[config.mk]
export PLATFORM = sky130hd
export DESIGN_NAME = not_not_round_ctrl_flat
export DESIGN_NICKNAME = d
export VERILOG_FILES = /design/src/rtl/not_not_pkg.sv /design/src/rtl/not_not_round_ctrl_if.sv /design/src/rtl/lfsr_n.sv /design/src/rtl/not_not_round_ctrl.sv /design/src/flat_wrapper.sv
export SDC_FILE = /design/constraint.sdc
export NUM_CORES = 1
export LEC_CHECK = 0
export CAP_MARGIN = 40
export CORE_MARGIN = 2
export CORE_UTILIZATION = 50
export CTS_CLUSTER_DIAMETER = 120
export DETAILED_ROUTE_END_ITERATION = 8
export MAX_ROUTING_LAYER = met4
export PLACE_DENSITY = 0.83
export SLEW_MARGIN = 40
export SYNTH_ARGS = -nofsm -noshare
export SYNTH_HDL_FRONTEND = slang
export SYNTH_HIERARCHICAL = 1
export SYNTH_SLANG_ARGS = --single-unit
export TNS_END_PERCENT = 20
[constraint.sdc]
create_clock -name clock -period 2.2 [get_ports clock]
set_input_delay 0.44 -clock clock [delete_from_list [all_inputs] [get_ports clock]]
set_output_delay 0.44 -clock clock [all_outputs]
set_load 0.005 [all_outputs]
[src/rtl/not_not_pkg.sv]
// Shared definitions for the Not-Not round controller: op encoding, FSM states
// and maximal-length LFSR tap masks.
package not_not_pkg;

  localparam logic [1:0] OP_A   = 2'd0;
  localparam logic [1:0] OP_AND = 2'd1;
  localparam logic [1:0] OP_OR  = 2'd2;
  localparam logic [1:0] OP_B   = 2'd3;

  typedef enum logic [1:0] {
    ST_IDLE  = 2'd0,
    ST_GEN   = 2'd1,
    ST_ARMED = 2'd2,
    ST_OVER  = 2'd3
  } state_e;

  // Fibonacci XOR tap masks (bit i set = stage i+1 feeds back), widths 8..16.
  function automatic logic [15:0] lfsr_taps(input int width);
    case (width)
      8:       return 16'h00B8;
      9:       return 16'h0110;
      10:      return 16'h0240;
      11:      return 16'h0500;
      12:      return 16'h0829;
      13:      return 16'h100D;
      14:      return 16'h2015;
      15:      return 16'h6000;
      default: return 16'hD008;
    endcase
  endfunction

endpackage

[src/rtl/not_not_round_ctrl_if.sv]
// Board-side bundle of the round controller: player/debug inputs and the
// prompt, verdict and score outputs consumed by the display logic.
interface not_not_round_ctrl_if #(
  parameter int N_COLORS    = 4,
  parameter int MAX_NOTS    = 3,
  parameter int SCORE_WIDTH = 8
);
  localparam int CW = $clog2(N_COLORS);
  localparam int NW = $clog2(MAX_NOTS + 1);
  localparam int PW = NW + 2 + 2 * CW;

  logic                   start;
  logic                   answer_valid;
  logic [N_COLORS-1:0]    answer;
  logic                   dbg_load;
  logic [PW-1:0]          dbg_prompt;
  logic                   prompt_valid;
  logic [NW-1:0]          not_count;
  logic [1:0]             op;
  logic [CW-1:0]          color_a;
  logic [CW-1:0]          color_b;
  logic [N_COLORS-1:0]    expected;
  logic [SCORE_WIDTH-1:0] score;
  logic [3:0]             lives;
  logic                   correct;
  logic                   wrong;
  logic                   timeout;
  logic                   game_over;

  modport master (
    output start, answer_valid, answer, dbg_load, dbg_prompt,
    input  prompt_valid, not_count, op, color_a, color_b, expected,
           score, lives, correct, wrong, timeout, game_over
  );

  modport slave (
    input  start, answer_valid, answer, dbg_load, dbg_prompt,
    output prompt_valid, not_count, op, color_a, color_b, expected,
           score, lives, correct, wrong, timeout, game_over
  );

endinterface

[src/rtl/lfsr_n.sv]
// Free-running Fibonacci LFSR of selectable width; taps come from the package
// table so any width 8..16 is maximal length.
module lfsr_n
  import not_not_pkg::*;
#(
  parameter int               WIDTH = 16,
  parameter logic [WIDTH-1:0] SEED  = '1
) (
  input  logic             clock,
  input  logic             resetn,
  input  logic             enable,
  output logic [WIDTH-1:0] lfsr_out
);

  localparam logic [WIDTH-1:0] TAPS = WIDTH'(lfsr_taps(WIDTH));

  logic [WIDTH-1:0] lfsr_q;
  logic [WIDTH-1:0] lfsr_d;

  always_comb begin
    lfsr_d = lfsr_q;
    if (enable) begin
      lfsr_d = {lfsr_q[WIDTH-2:0], ^(lfsr_q & TAPS)};
    end
  end

  always_ff @(posedge clock) begin
    if (!resetn) begin
      lfsr_q <= SEED;
    end else begin
      lfsr_q <= lfsr_d;
    end
  end

  assign lfsr_out = lfsr_q;

endmodule

[src/rtl/not_not_round_ctrl.sv]
// Not-Not round controller: draws a prompt, times the answer window, judges
// the one-hot answer and keeps score, lives and game-over.
//
// state    | meaning
// ---------+-----------------------------------------------------------
// ST_IDLE  | after reset, waiting for start
// ST_GEN   | one cycle: latch prompt fields and expected mask, load timer
// ST_ARMED | prompt shown, timer counting down, waiting for an answer
// ST_OVER  | lives exhausted, score frozen, waiting for start
module not_not_round_ctrl
  import not_not_pkg::*;
#(
  parameter int          N_COLORS       = 4,
  parameter int          MAX_NOTS       = 3,
  parameter int          LFSR_WIDTH     = 16,
  parameter logic [15:0] LFSR_SEED      = 16'hACE1,
  parameter int          TIMEOUT_CYCLES = 50_000_000,
  parameter int          LIVES          = 3,
  parameter int          SCORE_WIDTH    = 8
) (
  input logic                  clock,
  input logic                  resetn,
  not_not_round_ctrl_if.slave  bus
);

  localparam int CW = $clog2(N_COLORS);
  localparam int NW = $clog2(MAX_NOTS + 1);
  localparam int PW = NW + 2 + 2 * CW;
  localparam int TW = $clog2(TIMEOUT_CYCLES);

  state_e                 state_q, state_d;
  logic [TW-1:0]          timer_q, timer_d;
  logic [NW-1:0]          not_count_q, not_count_d;
  logic [1:0]             op_q, op_d;
  logic [CW-1:0]          color_a_q, color_a_d;
  logic [CW-1:0]          color_b_q, color_b_d;
  logic [N_COLORS-1:0]    expected_q, expected_d;
  logic [SCORE_WIDTH-1:0] score_q, score_d;
  logic [3:0]             lives_q, lives_d;
  logic                   correct_q, correct_d;
  logic                   wrong_q, wrong_d;
  logic                   timeout_q, timeout_d;

  logic [LFSR_WIDTH-1:0]  lfsr_out;
  logic [15:0]            lfsr_ext;
  logic                   unused_lfsr_hi;

  logic [PW-1:0]          prompt_sel;
  logic [NW-1:0]          sel_nots;
  logic [1:0]             sel_op;
  logic [CW-1:0]          sel_a;
  logic [CW-1:0]          sel_b;
  logic [N_COLORS-1:0]    hot_a, hot_b, base_mask, mask_new;
  logic                   ans_onehot, ans_ok;
  logic                   resolve, good;

  lfsr_n #(
    .WIDTH (LFSR_WIDTH),
    .SEED  (LFSR_SEED[LFSR_WIDTH-1:0])
  ) u_lfsr (
    .clock    (clock),
    .resetn   (resetn),
    .enable   (1'b1),
    .lfsr_out (lfsr_out)
  );

  // Narrow LFSRs are zero-extended so wide prompts still have a source.
  assign lfsr_ext       = 16'(lfsr_out);
  assign unused_lfsr_hi = ^lfsr_ext[15:PW];

  always_comb begin
    prompt_sel = bus.dbg_load ? bus.dbg_prompt : lfsr_ext[PW-1:0];
    {sel_nots, sel_op, sel_a, sel_b} = prompt_sel;
    hot_a = N_COLORS'(1) << sel_a;
    hot_b = N_COLORS'(1) << sel_b;
    case (sel_op)
      OP_A:    base_mask = hot_a;
      OP_AND:  base_mask = hot_a & hot_b;
      OP_OR:   base_mask = hot_a | hot_b;
      default: base_mask = hot_b;
    endcase
    mask_new = sel_nots[0] ? ~base_mask : base_mask;
  end

  always_comb begin
    ans_onehot = (bus.answer != '0) &&
                 ((bus.answer & (bus.answer - N_COLORS'(1))) == '0);
    ans_ok     = (expected_q != '0) && ans_onehot &&
                 ((bus.answer & expected_q) != '0);
  end

  always_comb begin
    state_d     = state_q;
    timer_d     = timer_q;
    not_count_d = not_count_q;
    op_d        = op_q;
    color_a_d   = color_a_q;
    color_b_d   = color_b_q;
    expected_d  = expected_q;
    score_d     = score_q;
    lives_d     = lives_q;
    correct_d   = 1'b0;
    wrong_d     = 1'b0;
    timeout_d   = 1'b0;
    resolve     = 1'b0;
    good        = 1'b0;

    case (state_q)
      ST_IDLE, ST_OVER: begin
        if (bus.start) begin
          score_d = '0;
          lives_d = 4'(LIVES);
          state_d = ST_GEN;
        end
      end
      ST_GEN: begin
        not_count_d = sel_nots;
        op_d        = sel_op;
        color_a_d   = sel_a;
        color_b_d   = sel_b;
        expected_d  = mask_new;
        timer_d     = TW'(TIMEOUT_CYCLES - 1);
        state_d     = ST_ARMED;
      end
      ST_ARMED: begin
        // A player answer on the terminal-count cycle takes priority.
        if (bus.answer_valid) begin
          resolve = 1'b1;
          good    = ans_ok;
        end else if (timer_q == '0) begin
          resolve   = 1'b1;
          good      = (expected_q == '0);
          timeout_d = 1'b1;
        end else begin
          timer_d = timer_q - TW'(1);
        end
        if (resolve) begin
          if (good) begin
            correct_d = 1'b1;
            if (score_q != {SCORE_WIDTH{1'b1}}) begin
              score_d = score_q + SCORE_WIDTH'(1);
            end
            state_d = ST_GEN;
          end else begin
            wrong_d = 1'b1;
            lives_d = lives_q - 4'd1;
            state_d = (lives_q == 4'd1) ? ST_OVER : ST_GEN;
          end
        end
      end
      default: state_d = ST_IDLE;
    endcase
  end

  always_ff @(posedge clock) begin
    if (!resetn) begin
      state_q     <= ST_IDLE;
      timer_q     <= '0;
      not_count_q <= '0;
      op_q        <= '0;
      color_a_q   <= '0;
      color_b_q   <= '0;
      expected_q  <= '0;
      score_q     <= '0;
      lives_q     <= 4'(LIVES);
      correct_q   <= 1'b0;
      wrong_q     <= 1'b0;
      timeout_q   <= 1'b0;
    end else begin
      state_q     <= state_d;
      timer_q     <= timer_d;
      not_count_q <= not_count_d;
      op_q        <= op_d;
      color_a_q   <= color_a_d;
      color_b_q   <= color_b_d;
      expected_q  <= expected_d;
      score_q     <= score_d;
      lives_q     <= lives_d;
      correct_q   <= correct_d;
      wrong_q     <= wrong_d;
      timeout_q   <= timeout_d;
    end
  end

  assign bus.prompt_valid = (state_q == ST_ARMED);
  assign bus.game_over    = (state_q == ST_OVER);
  assign bus.not_count    = not_count_q;
  assign bus.op           = op_q;
  assign bus.color_a      = color_a_q;
  assign bus.color_b      = color_b_q;
  assign bus.expected     = expected_q;
  assign bus.score        = score_q;
  assign bus.lives        = lives_q;
  assign bus.correct      = correct_q;
  assign bus.wrong        = wrong_q;
  assign bus.timeout      = timeout_q;

endmodule
[src/flat_wrapper.sv]
// flat-port wrapper written by rule: the top's interface ports become plain ports
module not_not_round_ctrl_flat import not_not_pkg::*;
#(
  parameter int          N_COLORS       = 4,
  parameter int          MAX_NOTS       = 3,
  parameter int          LFSR_WIDTH     = 16,
  parameter logic [15:0] LFSR_SEED      = 16'hACE1,
  parameter int          TIMEOUT_CYCLES = 50_000_000,
  parameter int          LIVES          = 3,
  parameter int          SCORE_WIDTH    = 8
)
  (clock, resetn, bus_start, bus_answer_valid, bus_answer, bus_dbg_load, bus_dbg_prompt, bus_prompt_valid, bus_not_count, bus_op, bus_color_a, bus_color_b, bus_expected, bus_score, bus_lives, bus_correct, bus_wrong, bus_timeout, bus_game_over);
  not_not_round_ctrl_if #(.N_COLORS(N_COLORS), .MAX_NOTS(MAX_NOTS), .SCORE_WIDTH(SCORE_WIDTH)) bus_i ();
  input logic clock;
  input logic resetn;
  input wire logic [$bits(bus_i.start)-1:0] bus_start;
  input wire logic [$bits(bus_i.answer_valid)-1:0] bus_answer_valid;
  input wire logic [$bits(bus_i.answer)-1:0] bus_answer;
  input wire logic [$bits(bus_i.dbg_load)-1:0] bus_dbg_load;
  input wire logic [$bits(bus_i.dbg_prompt)-1:0] bus_dbg_prompt;
  output wire logic [$bits(bus_i.prompt_valid)-1:0] bus_prompt_valid;
  output wire logic [$bits(bus_i.not_count)-1:0] bus_not_count;
  output wire logic [$bits(bus_i.op)-1:0] bus_op;
  output wire logic [$bits(bus_i.color_a)-1:0] bus_color_a;
  output wire logic [$bits(bus_i.color_b)-1:0] bus_color_b;
  output wire logic [$bits(bus_i.expected)-1:0] bus_expected;
  output wire logic [$bits(bus_i.score)-1:0] bus_score;
  output wire logic [$bits(bus_i.lives)-1:0] bus_lives;
  output wire logic [$bits(bus_i.correct)-1:0] bus_correct;
  output wire logic [$bits(bus_i.wrong)-1:0] bus_wrong;
  output wire logic [$bits(bus_i.timeout)-1:0] bus_timeout;
  output wire logic [$bits(bus_i.game_over)-1:0] bus_game_over;
  assign bus_i.start = bus_start;
  assign bus_i.answer_valid = bus_answer_valid;
  assign bus_i.answer = bus_answer;
  assign bus_i.dbg_load = bus_dbg_load;
  assign bus_i.dbg_prompt = bus_dbg_prompt;
  assign bus_prompt_valid = bus_i.prompt_valid;
  assign bus_not_count = bus_i.not_count;
  assign bus_op = bus_i.op;
  assign bus_color_a = bus_i.color_a;
  assign bus_color_b = bus_i.color_b;
  assign bus_expected = bus_i.expected;
  assign bus_score = bus_i.score;
  assign bus_lives = bus_i.lives;
  assign bus_correct = bus_i.correct;
  assign bus_wrong = bus_i.wrong;
  assign bus_timeout = bus_i.timeout;
  assign bus_game_over = bus_i.game_over;
  not_not_round_ctrl #(.N_COLORS(N_COLORS), .MAX_NOTS(MAX_NOTS), .LFSR_WIDTH(LFSR_WIDTH), .LFSR_SEED(LFSR_SEED), .TIMEOUT_CYCLES(TIMEOUT_CYCLES), .LIVES(LIVES), .SCORE_WIDTH(SCORE_WIDTH)) u_core (.clock(clock), .resetn(resetn), .bus(bus_i));
endmodule
Word-level counts from Yosys, hierarchy flattened
Cells that the tools add are included.
- flip-flop bits (word level): 71
- output and inout bits: 29
- logic and storage cells: 89
- add/subtract/negate cells: 4
- eq/ne operators: 14
- shift operators: 2
- multiplexer cells: 28
- bitwise logic cells: 7
- reductions and logical operators: 21
- operators with widths (operator ; count):
    $mux W26 ; 2
    $pmux W26 S2 ; 1
    $mux W8 ; 5
    $logic_not A26 Y1 ; 1
    $sub A26 B1 Y26 const B ; 1
    $mux W4 ; 4
    $pmux W8 S2 ; 1
    $reduce_xor A16 Y1 ; 1
    $and A4 B4 Y4 ; 3
    $pmux W4 S3 ; 1
    $reduce_bool A4 Y1 ; 3
    $add A8 B1 Y8 const B ; 1
    $logic_not A4 Y1 ; 2
    $mux W1 ; 8
    $mux W2 ; 4
    $ne A2 B2 Y1 const B ; 4
    $ne A8 B8 Y1 const B ; 1
    $pmux W4 S2 ; 1
    $shl A1 B2 Y4 const A ; 2
    $sub A4 B1 Y4 const B ; 2
    $eq A2 B2 Y1 const B ; 3
    $ne A2 B1 Y1 const B ; 3
    $pmux W2 S3 ; 1
    $reduce_and A3 Y1 ; 2
    other kinds (13) ; 19

Depth between registers and ports, before layout
- depth after elaboration: 11
- mapped depth: 9
- depth with buffers taken out: 8

Modules after synthesis
Netlist, hierarchy kept.
- by module, submodules not included (module ; times used ; cells each ; area an instance (um2) ; seq. area each (um2)):
    not_not_round_ctrl ; 1 ; 340 ; 2944.1 ; 1101.1
    lfsr_n ; 1 ; 54 ; 630.6 ; 320.3

Worst setup path after synthesis
Ideal clock, no wire load.
- path kind: input port to flip-flop
- start: input bus_answer[2]
- end: register u_core.score_q[7], in the netlist u_core/bus.score[7]
- library setup time: 0.070 ns
- arrival time: 2.152 ns
- required time: 2.130 ns
- path slack: -0.022 ns
- stages: 7
- cells stage by stage: nand3b_1 a2111oi_1 a211oi_1 o31a_1 buf_6 or4_1 a21oi_1
- word-level cells in the longest chain between the ends: 10
- elaborated cells on any way between the ends: 13
- RTL lines (element ; RTL line ; RTL):
    from (decl) ; flat_wrapper.sv:18 ; input wire logic [$bits(bus_i.answer)-1:0] bus_answer;
    $sub A4 B1 Y4 ; not_not_round_ctrl.sv:87 ; ((bus.answer & (bus.answer - N_COLORS'(1))) == '0);
    $and A4 B4 Y4 ; not_not_round_ctrl.sv:87 ;
    $logic_not A4 Y1 ; not_not_round_ctrl.sv:87 ;
    $logic_and A1 B1 Y1 ; not_not_round_ctrl.sv:86 ; ans_onehot = (bus.answer != '0) &&
    $logic_and A1 B1 Y1 ; not_not_round_ctrl.sv:88 ; ans_ok = (expected_q != '0) && ans_onehot &&
    $logic_and A1 B1 Y1 (*) ; not_not_round_ctrl.sv:88 ;
    $mux W1 (*) ; not_not_round_ctrl.sv:127 ; if (bus.answer_valid) begin
    $mux W1 (*) ; not_not_round_ctrl.sv:108 ; case (state_q)
    $ne A2 B1 Y1 (no source line) (*) ; n/a ;
    $reduce_and A5 Y1 (no source line) (*) ; n/a ;
    to (signal assigned) ; not_not_round_ctrl.sv:177 ; score_q <= score_d;
    to (decl) ; not_not_round_ctrl.sv:38 ; logic [SCORE_WIDTH-1:0] score_q, score_d;
Mark *: on every way between the ends. The rest lies on a longest branch, timed or not. The select of a mux whose other input is x is not followed.
A chain may end at the register's enable or synchronous reset.

Final worst setup path
- start: register u_core.timer_q[0]
- end: register u_core.timer_q[12]
- word-level cells in the longest chain between the ends: 4
- elaborated cells on any way between the ends: 7
- RTL lines (element ; RTL line ; RTL):
    from (decl) ; not_not_round_ctrl.sv:32 ; logic [TW-1:0] timer_q, timer_d;
    from (signal assigned) ; not_not_round_ctrl.sv:171 ; timer_q <= timer_d;
    $sub A26 B1 Y26 ; not_not_round_ctrl.sv:135 ; timer_d = timer_q - TW'(1);
    $mux W26 ; not_not_round_ctrl.sv:130 ; end else if (timer_q == '0) begin
    $mux W26 ; not_not_round_ctrl.sv:127 ;
    $pmux W26 S2 ; not_not_round_ctrl.sv:108 ;
Several ways; a longest one is shown, not always the timed one. The select of a mux whose other input is x is not followed.

==> impl_results.md <==
* Outcome: finished with violations
* Failing checks: negative setup slack
* CP Max Fanout at 4
* Post-route setup TNS at -0.2142 ns
* Clock Root Buffer: clkbuf_8
* Largest cells by area after synthesis: dfxtp_1 (40%), mux2i_1 (7.8%), xor2_1 (5.6%)
* Crit-path cells: inv_2, buf_4, buf_4, buf_4, buf_4, buf_4, buf_4, buf_4, ha_4, o211ai_1, nor4_1, xnor2_1, a21oi_1
* Util after Layout at 70.60%
* CP Buf/Inv Count at 8
* Max-cap violations at 0
* Crit. path cell count at 13
* Largest net degree at the start of global routing at 22
* Die Area at 7842 µm²
* HP Class: register to register
* FP Rows at 30
* Pre-Repair DR Iteration Count at 5
* PwrDens at 777.3 nW/µm²
* Highest clock rate at 442.0 MHz
* CP top delay family: buffers and inverters
* Static Leak at 1.905 nW
* Iter 0 DRT Violations at 286
* Adder-Cell Fraction of Synth Area at 3.150%
* Yosys top cell area share at 39.76%
* Vias in the first global route at 3333
* Multi-input logic area at 2136 µm²
* Post-synth EDFFs at 0
* Setup crit start: u_core/timer_q[0]
* Multiplexer area fraction after synthesis at 8.785%
* Sequential area share after synthesis at 39.76%
* Area growth, synth to finish at 35.67%
* Hold_buf cts at 0
* Reg-to-reg endpoint: u_core/timer_q[12]
* # IOs at 46
* Crit-path slowest cell: dfxtp_2
* Peak supply drop at 0.5468 mV
* Clock transition at path regs at 0.07 ns
* Ant diodes at 0
* DRC errors left at 0
* # clock sinks at 71
* WP data required at 2.42 ns
* Main combinational cell family by area after synthesis: simple AND/OR/NAND/NOR gates
* Clock Latency Late Sink at 0.34 ns
* RSZ-0062 raised after global routing: yes
* Starting Density at 52.04%
* Initial antenna violation count at 0
* Via count at 3518
* CP startpoint kind: register
* Avg WL per Cell at 16.69 µm
* Final Hold Vio Count at 0
* Mapped cell area at 3575 µm²
* Worst Setup Path Type: register to register
* Syn Inst Count at 394
* Non-filler cells, final at 599
* Commonest cells after routing, fill and taps aside: dfxtp_1 (68), buf_4 (64), clkdlybuf4s50_1 (40)
* Synth Area in XOR/XNOR at 7.560%
* Share of post-route cells with drive strength above 1 at 22.47%
* Crit share post-route at 102.8%
* Num CTS Buffers at 9
* Sequential Area at 1425 µm²
* Biggest area consumer among synthesized cells: dfxtp_1
* GP Congestion at 0.8755
* #FFs+latches synth at 71
* Level count of the clock H-tree at 3
* Peak per-stage delay on the critical path at 0.34 ns
* Via/cell ratio at 5.873
* Final setup vio count at 7
* Worst-Margin Slew at 0.5277 ns
* Placed cell count at 568
* Post-route minimum period at 2.263 ns
* Final ANT Viol Nets at 0
* Top_reg_cell synth: dfxtp_1
* Post-DP HPWL at 6.283 mm
* Fin. max-slew vios at 0
* CTS tree: built
* Most common cell after layout, fill and taps aside: dfxtp_1
* Synth warn at 6
* Cell variety after synth at 50
* Fin nets at 525
* Setup slack, reg-to-reg at -0.06 ns
* Die Width at 88.56 µm
* Port bufs at 45
* Worst path arrival time at 2.48 ns
* Placeable Area at 6869 µm²
* Critical path endpoint category: register
* Rel. slew slack at 64.67%
* Worst R2R Path Depth at 13
* Post-route setup slack at -0.06260 ns
* Most used cell, CP: buf_4
* Setup Skew at 0.009890 ns
* RR Startpoint: u_core/timer_q[0]
* Syn_nets at 420
* GRT Resource Usage Total at 26.02%
* Chip height at 88.56 µm
* Crit path to: u_core/timer_q[12]
* Total grt overflow at 0
* Synth Area in Compound Gates at 14.60%
* Area share of and/or/nand/nor cells after synthesis at 21.77%
* Async set-reset flop share out of synthesis at 0%
* Clock Path Buffers at 2
* Syn Area/Cell at 9.073 µm²
* Filler cell count in the final layout at 465
* WL final at 9.999 mm
* First-pass GRT wire length at 15.42 mm
==> registers in the layout, indices dropped and copies added, names as in the netlist <==
name / count
u_core/bus.color_a: 2
u_core/bus.color_b: 2
u_core/bus.correct: 1
u_core/bus.expected: 4
u_core/bus.lives: 4
u_core/bus.not_count: 2
u_core/bus.op: 2
u_core/bus.score: 8
u_core/bus.timeout: 1
u_core/bus.wrong: 1
u_core/state_q: 2
u_core/timer_q: 26
u_core/u_lfsr/lfsr_out: 16
==> per-layer routing <==
| metal | up-vias | wire length (µm) | GRT usage, % |
|---|---|---|---|
| met5 | - | 0 | - |
| met4 | 0 | 465 | 15.01 |
| met3 | 54 | 660 | 5.224 |
| met2 | 203 | 4927 | 43.40 |
| met1 | 1629 | 3945 | 28.84 |
| li1 | 1632 | - | - |
==> cell usage after synthesis (all sizes together) (7+ instances only) <==
master and instances:
a211oi 13, mux2i 28, buf 8, nor3 16, dfxtp 71, nand3 13
ha 9, inv 11, nor2b 12, xnor2 7, o21ai 13, xor2 23
clkbuf 10, nand2 23, nor2 39, a21oi 31
==> power breakdown <==
group	switching [mW]	total, mW	internal, mW
clock network	0.471	0.899	0.428
registers	0.134	1.56	1.43
logic	0.676	1.31	0.632
==> worst reg2reg max path: cells and delay by family (launching register included) <==
| family | cells | cell delay (ns) |
|---|---|---|
| DFF | 1 | 0.34 |
| and+or+nand+nor | 1 | 0.12 |
| AOI/OAI and AO/OA | 2 | 0.35 |
| xor gates and xnor gates | 1 | 0.24 |
| adders and majority gates | 1 | 0.16 |
| buffers and inverters | 8 | 0.95 |
==> area by class of cell <==
cell class | instances | area share [%]
clock buffers | 11 | 2.915
clock inverters | 4 | 0.4644
inverters | 12 | 0.9288
multi-input cells | 294 | 44.04
flip-flops and latches | 71 | 29.39
well taps | 96 | 2.477
repair buffers | 111 | 19.79
==> worst min-delay path by stage <==
stage / startpoint / endpoint / slack [ns] / cells past startpoint
detailed placement: u_core/u_lfsr/lfsr_out[9] / u_core/u_lfsr/lfsr_out[10] / 0.47 / 2
finish: u_core/u_lfsr/lfsr_out[9] / u_core/u_lfsr/lfsr_out[10] / 0.48 / 2
floorplan: u_core/u_lfsr/lfsr_out[9] / u_core/u_lfsr/lfsr_out[10] / 0.44 / 2
global placement: u_core/u_lfsr/lfsr_out[10] / u_core/u_lfsr/lfsr_out[11] / 0.46 / 2
global route: u_core/bus.not_count[0] / u_core/bus.not_count[0] / 0.51 / 2
CTS: u_core/bus.color_b[0] / u_core/bus.color_b[0] / 0.49 / 2
==> stage by stage <==
step,hold slack (ns),power (mW),cell area [µm²],worst slack [ns]
finish,0.4790,3.769,4850,-0.06260
floorplan,0.4436,2.219,3585,0.002055
global route,0.5056,3.937,4850,-0.1346
detailed placement,0.4686,2.700,4443,-0.6689
CTS,0.4865,3.659,4742,-0.01705
global placement,0.4567,2.651,4443,-0.5280
==> cells by family (layout without fill, tap and decap cells) <==
family,count (synthesis),in the layout
multiplexers,31,31
flip-flops,71,71
other,1,1
buffers and inverters,30,138
XOR/XNOR,30,30
AO/OA/AOI/OAI,83,84
adder cells (fa/ha/maj),9,9
AND/OR/NAND/NOR,139,139
==> what timing repair did <==
| item | in CTS | in global routing |
|---|---|---|
| pin swaps | 13 | 10 |
| resized for setup | 19 | 15 |
| gates cloned | 1 | 0 |
| buffers inserted | 9 | 6 |
| setup endpoints to repair | 6 | 20 |
Power figures use the tool's default switching activity.
